$ cat src/rtl/seven_seg_scan_if.sv
// Display bus between board value registers (master) and the scan driver (slave).
interface seven_seg_scan_if #(parameter int NUM_DIGITS = 4);
  logic [4*NUM_DIGITS-1:0] value;
  logic [NUM_DIGITS-1:0]   dp;
  logic                    load;
  logic [NUM_DIGITS-1:0]   digit_mask;
  logic [NUM_DIGITS-1:0]   enable;
  logic [6:0]              segments;
  logic                    dp_n;
  logic                    frame_sync;

  modport master (output value, dp, load, digit_mask,
                  input  enable, segments, dp_n, frame_sync);
  modport slave  (input  value, dp, load, digit_mask,
                  output enable, segments, dp_n, frame_sync);
endinterface

$ cat src/rtl/seven_seg_scan.sv
// Time-multiplexed hex driver for an N-digit common-anode 7-segment display.
// Optional leading-zero blanking: define SEVEN_SEG_SCAN_LZB_EN.
module seven_seg_scan #(
  parameter int NUM_DIGITS   = 4,
  parameter int REFRESH_DIV  = 50000,
  parameter int BLANK_CYCLES = 16
) (
  input  logic             clk,
  input  logic             rst,
  seven_seg_scan_if.slave  bus
);
  localparam int PW = $clog2(REFRESH_DIV);
  localparam int KW = $clog2(NUM_DIGITS);
  typedef logic [NUM_DIGITS-1:0][3:0] nib_t;

  logic [PW-1:0]         p_q, p_d;
  logic [KW-1:0]         k_q, k_d;
  nib_t                  shadow_q, shadow_d, active_q, active_d, value_nib;
  logic [NUM_DIGITS-1:0] shadow_dp_q, shadow_dp_d, active_dp_q, active_dp_d;
  logic                  pending_q, pending_d, wrap_q, wrap_d;
  logic [NUM_DIGITS-1:0] enable_q, enable_d;
  logic [6:0]            seg_q, seg_d;
  logic                  dp_n_q, dp_n_d, fs_q, fs_d;
  logic                  tick, boundary, show;
  logic [NUM_DIGITS-1:0] lzb;

  assign value_nib = bus.value;

  function automatic logic [6:0] decode(input logic [3:0] n);
    case (n)
      4'h0: decode = 7'h40;  4'h1: decode = 7'h79;
      4'h2: decode = 7'h24;  4'h3: decode = 7'h30;
      4'h4: decode = 7'h19;  4'h5: decode = 7'h12;
      4'h6: decode = 7'h02;  4'h7: decode = 7'h78;
      4'h8: decode = 7'h00;  4'h9: decode = 7'h10;
      4'hA: decode = 7'h08;  4'hB: decode = 7'h03;
      4'hC: decode = 7'h46;  4'hD: decode = 7'h21;
      4'hE: decode = 7'h06;  default: decode = 7'h0E;
    endcase
  endfunction

`ifdef SEVEN_SEG_SCAN_LZB_EN
  // Running AND from the top digit down; a set dp breaks the zero run.
  always_comb begin
    logic run;
    lzb = '0;
    run = 1'b1;
    for (int i = NUM_DIGITS-1; i >= 1; i--) begin
      run    = run & (active_q[i] == 4'h0) & ~active_dp_q[i];
      lzb[i] = run;
    end
  end
`else
  assign lzb = '0;
`endif

  always_comb begin
    tick     = (p_q == PW'(REFRESH_DIV-1));
    boundary = tick && (k_q == KW'(NUM_DIGITS-1));
    p_d      = tick ? '0 : p_q + PW'(1);
    k_d      = k_q;
    if (tick) k_d = boundary ? '0 : k_q + KW'(1);

    shadow_d    = shadow_q;
    shadow_dp_d = shadow_dp_q;
    active_d    = active_q;
    active_dp_d = active_dp_q;
    pending_d   = pending_q;
    if (bus.load) begin
      shadow_d    = value_nib;
      shadow_dp_d = bus.dp;
      // A load on the boundary bypasses the shadow so it shows this frame.
      if (boundary) begin
        active_d    = value_nib;
        active_dp_d = bus.dp;
        pending_d   = 1'b0;
      end else begin
        pending_d   = 1'b1;
      end
    end else if (boundary && pending_q) begin
      active_d    = shadow_q;
      active_dp_d = shadow_dp_q;
      pending_d   = 1'b0;
    end

    wrap_d   = boundary;
    show     = (p_q >= PW'(BLANK_CYCLES)) && !bus.digit_mask[k_q] && !lzb[k_q];
    enable_d = '1;
    seg_d    = 7'h7F;
    dp_n_d   = 1'b1;
    if (show) begin
      enable_d[k_q] = 1'b0;
      seg_d         = decode(active_q[k_q]);
      dp_n_d        = ~active_dp_q[k_q];
    end
    fs_d = wrap_q;
  end

  always_ff @(posedge clk or posedge rst) begin
    if (rst) begin
      p_q         <= '0;
      k_q         <= '0;
      shadow_q    <= '0;
      shadow_dp_q <= '0;
      active_q    <= '0;
      active_dp_q <= '0;
      pending_q   <= 1'b0;
      wrap_q      <= 1'b0;
      enable_q    <= '1;
      seg_q       <= 7'h7F;
      dp_n_q      <= 1'b1;
      fs_q        <= 1'b0;
    end else begin
      p_q         <= p_d;
      k_q         <= k_d;
      shadow_q    <= shadow_d;
      shadow_dp_q <= shadow_dp_d;
      active_q    <= active_d;
      active_dp_q <= active_dp_d;
      pending_q   <= pending_d;
      wrap_q      <= wrap_d;
      enable_q    <= enable_d;
      seg_q       <= seg_d;
      dp_n_q      <= dp_n_d;
      fs_q        <= fs_d;
    end
  end

  assign bus.enable     = enable_q;
  assign bus.segments   = seg_q;
  assign bus.dp_n       = dp_n_q;
  assign bus.frame_sync = fs_q;
endmodule

$ cat src/flat_wrapper.sv
// flat-port wrapper written by rule: the top's interface ports become plain ports
module seven_seg_scan_flat 
#(
  parameter int NUM_DIGITS   = 4,
  parameter int REFRESH_DIV  = 50000,
  parameter int BLANK_CYCLES = 16
)
  (clk, rst, bus_value, bus_dp, bus_load, bus_digit_mask, bus_enable, bus_segments, bus_dp_n, bus_frame_sync);
  seven_seg_scan_if #(.NUM_DIGITS(NUM_DIGITS)) bus_i ();
  input  logic clk;
  input  logic rst;
  input wire logic [$bits(bus_i.value)-1:0] bus_value;
  input wire logic [$bits(bus_i.dp)-1:0] bus_dp;
  input wire logic [$bits(bus_i.load)-1:0] bus_load;
  input wire logic [$bits(bus_i.digit_mask)-1:0] bus_digit_mask;
  output wire logic [$bits(bus_i.enable)-1:0] bus_enable;
  output wire logic [$bits(bus_i.segments)-1:0] bus_segments;
  output wire logic [$bits(bus_i.dp_n)-1:0] bus_dp_n;
  output wire logic [$bits(bus_i.frame_sync)-1:0] bus_frame_sync;
  assign bus_i.value = bus_value;
  assign bus_i.dp = bus_dp;
  assign bus_i.load = bus_load;
  assign bus_i.digit_mask = bus_digit_mask;
  assign bus_enable = bus_i.enable;
  assign bus_segments = bus_i.segments;
  assign bus_dp_n = bus_i.dp_n;
  assign bus_frame_sync = bus_i.frame_sync;
  seven_seg_scan #(.NUM_DIGITS(NUM_DIGITS), .REFRESH_DIV(REFRESH_DIV), .BLANK_CYCLES(BLANK_CYCLES)) u_core (.clk(clk), .rst(rst), .bus(bus_i));
endmodule
$ cat config.mk
export PLATFORM = sky130hd
export DESIGN_NAME = seven_seg_scan_flat
export DESIGN_NICKNAME = d
export VERILOG_FILES = /design/src/rtl/seven_seg_scan_if.sv /design/src/rtl/seven_seg_scan.sv /design/src/flat_wrapper.sv
export SDC_FILE = /design/constraint.sdc
export NUM_CORES = 1
export LEC_CHECK = 0
export ABC_AREA = 1
export BUFFER_PORTS_ARGS = -buffer_cell sky130_fd_sc_hd__clkbuf_2
export CAP_MARGIN = 40
export CORE_ASPECT_RATIO = 1.4
export CORE_MARGIN = 8
export CORE_UTILIZATION = 45
export CTS_CLUSTER_DIAMETER = 50
export DETAILED_ROUTE_END_ITERATION = 12
export HOLD_SLACK_MARGIN = 0.03
export SYNTH_ARGS = -nofsm -noshare
export SYNTH_HDL_FRONTEND = slang
export SYNTH_SLANG_ARGS = --single-unit
$ cat constraint.sdc
create_clock -name clk -period 2.6 [get_ports clk]
set_input_delay 0.52 -clock clk [delete_from_list [all_inputs] [get_ports clk]]
set_output_delay 0.52 -clock clk [all_outputs]
set_load 0.005 [all_outputs]
[Yosys cells after proc, flatten, opt, wreduce, memory -nomap -nowiden]
Memories as Yosys holds them, arrays and structs flattened.
Cells that the tools add are included.
Cells by class
  equal/unequal tests: 3
  order comparisons: 3
  bitwise gates (word level): 2
  mux-type cells: 24
  $add $sub $neg: 2
  reduce and logical (&&, ||, !) cells: 9
Operators by type and width (number)
  $mux W16: 4
  $mux W4: 5
  $add A16 B1 Y16 const B: 1
  $eq A16 B16 Y1 const B: 1
  $ge A16 B5 Y1 const B: 1
  $bmux W4 S2: 1
  $mux W1: 8
  $mux W7: 1
  $bmux W1 S2: 3
  $logic_and A1 B1 Y1: 5
  $not A4 Y4: 1
  $lt A2 B3 Y1 const B: 1
  $add A2 B1 Y2 const B: 1
  $demux W1 S2: 1
  $eq A2 B2 Y1 const B: 1
  $ge A2 B1 Y1 const B: 1
  $logic_not A1 Y1: 2
  $mux W2: 1
  $ne A2 B1 Y1 const B: 1
  $reduce_and A2 Y1: 1
  $reduce_bool A2 Y1: 1
  $not A1 Y1: 1
Word-level totals
  output and inout bits: 13
  word-level logic and storage cells: 62
  register bits: 73
  memories: 1
  bits of input ports: 27
  memory bits (read-only): 112
Memories
  (name not given): words 16, bits a word 7, rd ports 1, clocked after memory_dff 0, write ports 0, line seven_seg_scan.sv:30  | case (n)

[Depth between registers and ports, before layout]
  depth in word-level cells: 6
  depth in mapped cells: 11
  depth with buffers taken out: 10

[Least setup slack after synthesis]
Ideal clock, no wire load.
  path type: reg-to-reg
  start: reg u_core.k_q[0]
  end: reg u_core.seg_q[0] (netlist: u_core.bus.segments[0])
  library setup time: 0.078 ns
  slack: 1.056 ns
  cell stages (with the launch flop): 12
  arrival: 1.466 ns
  buffers on the path: 1
  required time: 2.522 ns
  clock period less this slack: 1.544 ns
  cells stage by stage: dfrtp_1 inv_2 buf_6 nand2_1 nand3_1 nand2_1 inv_2 ha_1 nand3_1 nor2_1 nor2_1 nand2_1
Between the ends
  word-level cells in the longest chain between the ends: 6
  elaborated cells between the ends (all ways): 12
  classes of those cells: 7 x mux; 4 x reduce/logical; 1 x memory
RTL lines
  start: declaration: line seven_seg_scan.sv:17  | logic [KW-1:0] k_q, k_d;
  start signal: assignment: line seven_seg_scan.sv:115  | k_q <= k_d;
  parallel branches: the longest is 5 deep, another holds $mem_v2 Z16 W7
  $mux W7 (*): line seven_seg_scan.sv:91  | if (show) begin
  via u_core.seg_d[0]: line seven_seg_scan.sv:22  | logic [6:0] seg_q, seg_d;
  end signal: assignment: line seven_seg_scan.sv:123  | seg_q <= seg_d;
  end: declaration: line seven_seg_scan.sv:22
Mark *: on every way through the listed nets, which the timed path passes. The select of a mux whose other input is x is not followed.
A chain may end at the register's enable or synchronous reset.

[Worst setup path after layout]
  start: reg u_core.k_q[1]
  end: reg u_core.seg_q[6] (netlist: u_core.bus.segments[6])
The elaborated chain is that of the path after synthesis.

==> key figures <==
Clocking
  – H-tree levels: 3
  – Number of CTS-inserted buffers: 9
  – Latest clock arrival within the worst-skew pair: roughly 340 ps
  – Worst-path clk slew: approximately 60 ps
  – Clk sink count: between 70 and 80
  – CTS max path bufs: 2
  – TritonCTS clock tree: done
  – Cts repair resizes: 0
  – CTS root buf: clkbuf_16
  – Post-CTS setup buffers: 0
  – Hold buffers post-CTS: 0

STA
  – RSZ-0062 raised after global routing: no
  – Final Cycle Share: 70.5%
  – F_max: roughly 0.55 GHz
  – Final hold viol count: 0
  – Setup TNS: 0 ps
  – Slew Limit Fails: 0
  – Final Skew: 7.94 ps
  – Actual slew at the worst max-slew pin: approximately 570 ps
  – Slew margin rel.: roughly 60%
  – Setup WS post-layout: roughly 770 ps
  – Final Setup Violations: 0
  – Min Tclk post-route: ~1800 ps

Layout
  – Synth-to-layout area growth: 14.6%
  – Final #Nets: about 530
  – # diodes: 0
  – Number of fillers in the final layout: approximately 810
  – Storage cell area: roughly 1800 µm²
  – Layout cells sized above 1: a little over a fifth
  – Multi-input logic area: between 1500 and 2000 µm²

Flow run
  – Max Cap Viol: 0

Detailed routing
  – Detailed Route WL: ~7700 µm
  – Vias/cell: 4.84
  – DRT iter0 DRCs: 129
  – Pre-antenna DRT Iters: 4
  – Antenna viol nets, final: 0
  – Vias: around 2900
  – DRC: 0
  – Routed wire per std cell: 13.0 µm

Yosys
  – Seq/Total Area, Yosys: 49.7%
  – Area leader, netlist: dfrtp_1
  – Main combinational cell family by area after synthesis: simple AND/OR/NAND/NOR gates
  – Mapped Cells: ~450
  – Main area contributors after synthesis: dfrtp_1, nand2_1, dfstp_2, nand3_1, ha_1
  – Mapped Nets: 485
  – Synth warnings: 0
  – Post-Synth Simple-Gate Area: between 30% and 40%
  – Number of synthesized register bits: 73
  – Area of the mapped netlist: ~3700 µm²
  – Post-synth cell types: 32
  – Syn_area_per_cell: around 8.3 µm²
  – Post-Synth Adder-Cell Area: 4.05%
  – Compound-gate portion of the synthesized area: around 1.7%
  – Xor/xnor share of the synthesized area: under 10%
  – Yosys top cell area share: between 40% and 50%
  – Mux cell area share after synthesis: 0%

Place
  – DP HPWL: 5620 µm
  – GP Congestion: roughly 0.84
  – DP Worst Slack: just under 700 ps
  – Port Buf Inserts: 39

Worst setup path
  – Startpoint Class: register
  – Reg2Reg Depth: 9
  – Reg-to-Reg End: u_core.bus.segments[6]
  – CP max FO: 9
  – WP data required: approximately 2900 ps
  – Reg2Reg Setup Slack: around 770 ps
  – R2R Path Start: u_core.k_q[1]
  – Crit Path Class: reg -> reg
  – Crit end category: register
  – CP arrival: 2090 ps

Floorplan
  – Die Footprint: approximately 11000 µm²
  – Area of the core: between 8000 and 9000 µm²
  – Die Wd: about 93 µm
  – Core Rows: 39
  – Die Ht: 123 µm
  – Number of I/O pins: 40
  – Initial Util: between 40% and 50%

Power and ir drop
  – Power Dens Cells: approximately 600 nW/µm²
  – VDD IR-drop max: 428 µV
  – Overall Power: about 2500 µW
  – Leak Pwr: around 0.0023 µW

Global routing
  – GR Util All Layers: approximately 15%
  – Initial antenna violation count: 0
  – First-pass GRT wire length: 13900 µm
  – Grt total ovfl: 0
  – Largest net degree at the start of global routing: 50
  – Vias in the first global route: roughly 3000

Outcome
  – Status: finished clean

Min path
  – Hold Crit Class: in -> async
[layout by cell type, fill, tap and decap left out, types with 2 or more instances in the layout]
cell type	netlist	final
nand2_1	176	176
dfrtp_1	61	61
clkbuf_2	0	39
nand3_1	32	32
nor2_1	29	29
inv_1	27	26
nand4_1	23	23
inv_2	12	13
ha_1	12	12
dfstp_2	12	12
clkbuf_16	0	9
xor2_1	8	8
o21ai_0	6	6
nor2_2	5	5
nor3_1	5	5
nand2_2	4	4
nand2_4	4	4
nand3_2	3	3
clkinv_2	1	3
a21oi_1	3	3
buf_4	1	3
nor2_4	2	2
o21ai_1	2	2
[sequential cells by signal, indices dropped and copies added (netlist names)]
signal                 cells
u_core.shadow_dp_q         4
u_core.p_q                16
u_core.k_q                 2
u_core.active_q           16
u_core.active_dp_q         4
u_core.bus.segments        7
u_core.bus.frame_sync      1
u_core.bus.dp_n            1
u_core.fs_d                1
u_core.shadow_q           16
u_core.bus.enable          4
u_core.pending_q           1
[report_power, final]
| group | switching [µW] | internal [µW] |
|---|---|---|
| Sequential | 9.58 | 1170 |
| Clock | 483 | 770 |
| Combinational | 70.6 | 37.6 |
[how the worst max path moves through the flow]
stage / slack [ps] / endpoint / cells after the start / from
after floorplan: 250 / u_core.active_dp_q[0] / 1 / rst
after global placement: 750 / u_core.active_q[1] / 5 / bus_load
after detailed placement: 680 / u_core.active_q[7] / 5 / bus_load
after CTS: 730 / u_core.bus.segments[6] / 9 / u_core.k_q[1]
after global routing: 590 / u_core.bus.segments[6] / 9 / u_core.k_q[1]
final: 770 / u_core.bus.segments[6] / 9 / u_core.k_q[1]
[routing by layer]
metal / up-vias / global-route usage [%] / wire [µm]
met5: - / 0 / 0
met4: 0 / 6.98 / 148
met3: 9 / 3.95 / 324
met2: 65 / 26.0 / 3690
met1: 1311 / 18.0 / 3540
li1: 1486 / - / -
[through the flow]
step           instance area [µm²]  instances  util, %  hold slack, ps
2_1_floorplan                 3700        446        -             331
6_report                      4240        593     52.4             225
4_1_cts                       4240        593     52.4             241
3_5_place_dp                  3940        577     48.6             353
3_3_place_gp                  3940        577     48.6             342
5_1_grt                       4240        593     52.4             284
[critical path: stages (launching register included)]
cell     delay, ps
dfrtp_1        520
inv_2          240
nand3_1        110
nand2_1        200
inv_1          120
ha_1           230
nand3_1        130
nand3_1         90
nand2_1         70
nand2_1         50
[cells in the mapped netlist (all sizes together)]
cell,instances
nor3,5
xor2,8
a21oi,3
nor2,37
or2,1
clkinv,1
nand4,24
and2,1
nand3,35
ha,12
buf,9
clkbuf,5
inv,39
o22ai,1
dfstp,12
nand2,184
o21ai,8
dfrtp,61
[logic make-up after synthesis]
| logic type | Yosys count |
|---|---|
| AO/OA/AOI/OAI | 12 |
| XOR/XNOR | 8 |
| adder cells (fa/ha/maj) | 12 |
| buffers and inverters | 54 |
| flip-flops | 73 |
| AND/OR/NAND/NOR | 287 |
[layout make-up]
class / instances / share of cell area [%]
Clock buffer: 10 / 5.63
Clock inverter: 6 / 1.53
Inverter: 40 / 3.57
Multi-Input combinational cell: 319 / 37.3
Sequential cell: 73 / 43.4
Tap cell: 102 / 3.01
Timing Repair Buffer: 43 / 5.60
No activity file was read; power rests on OpenSTA's default activity.
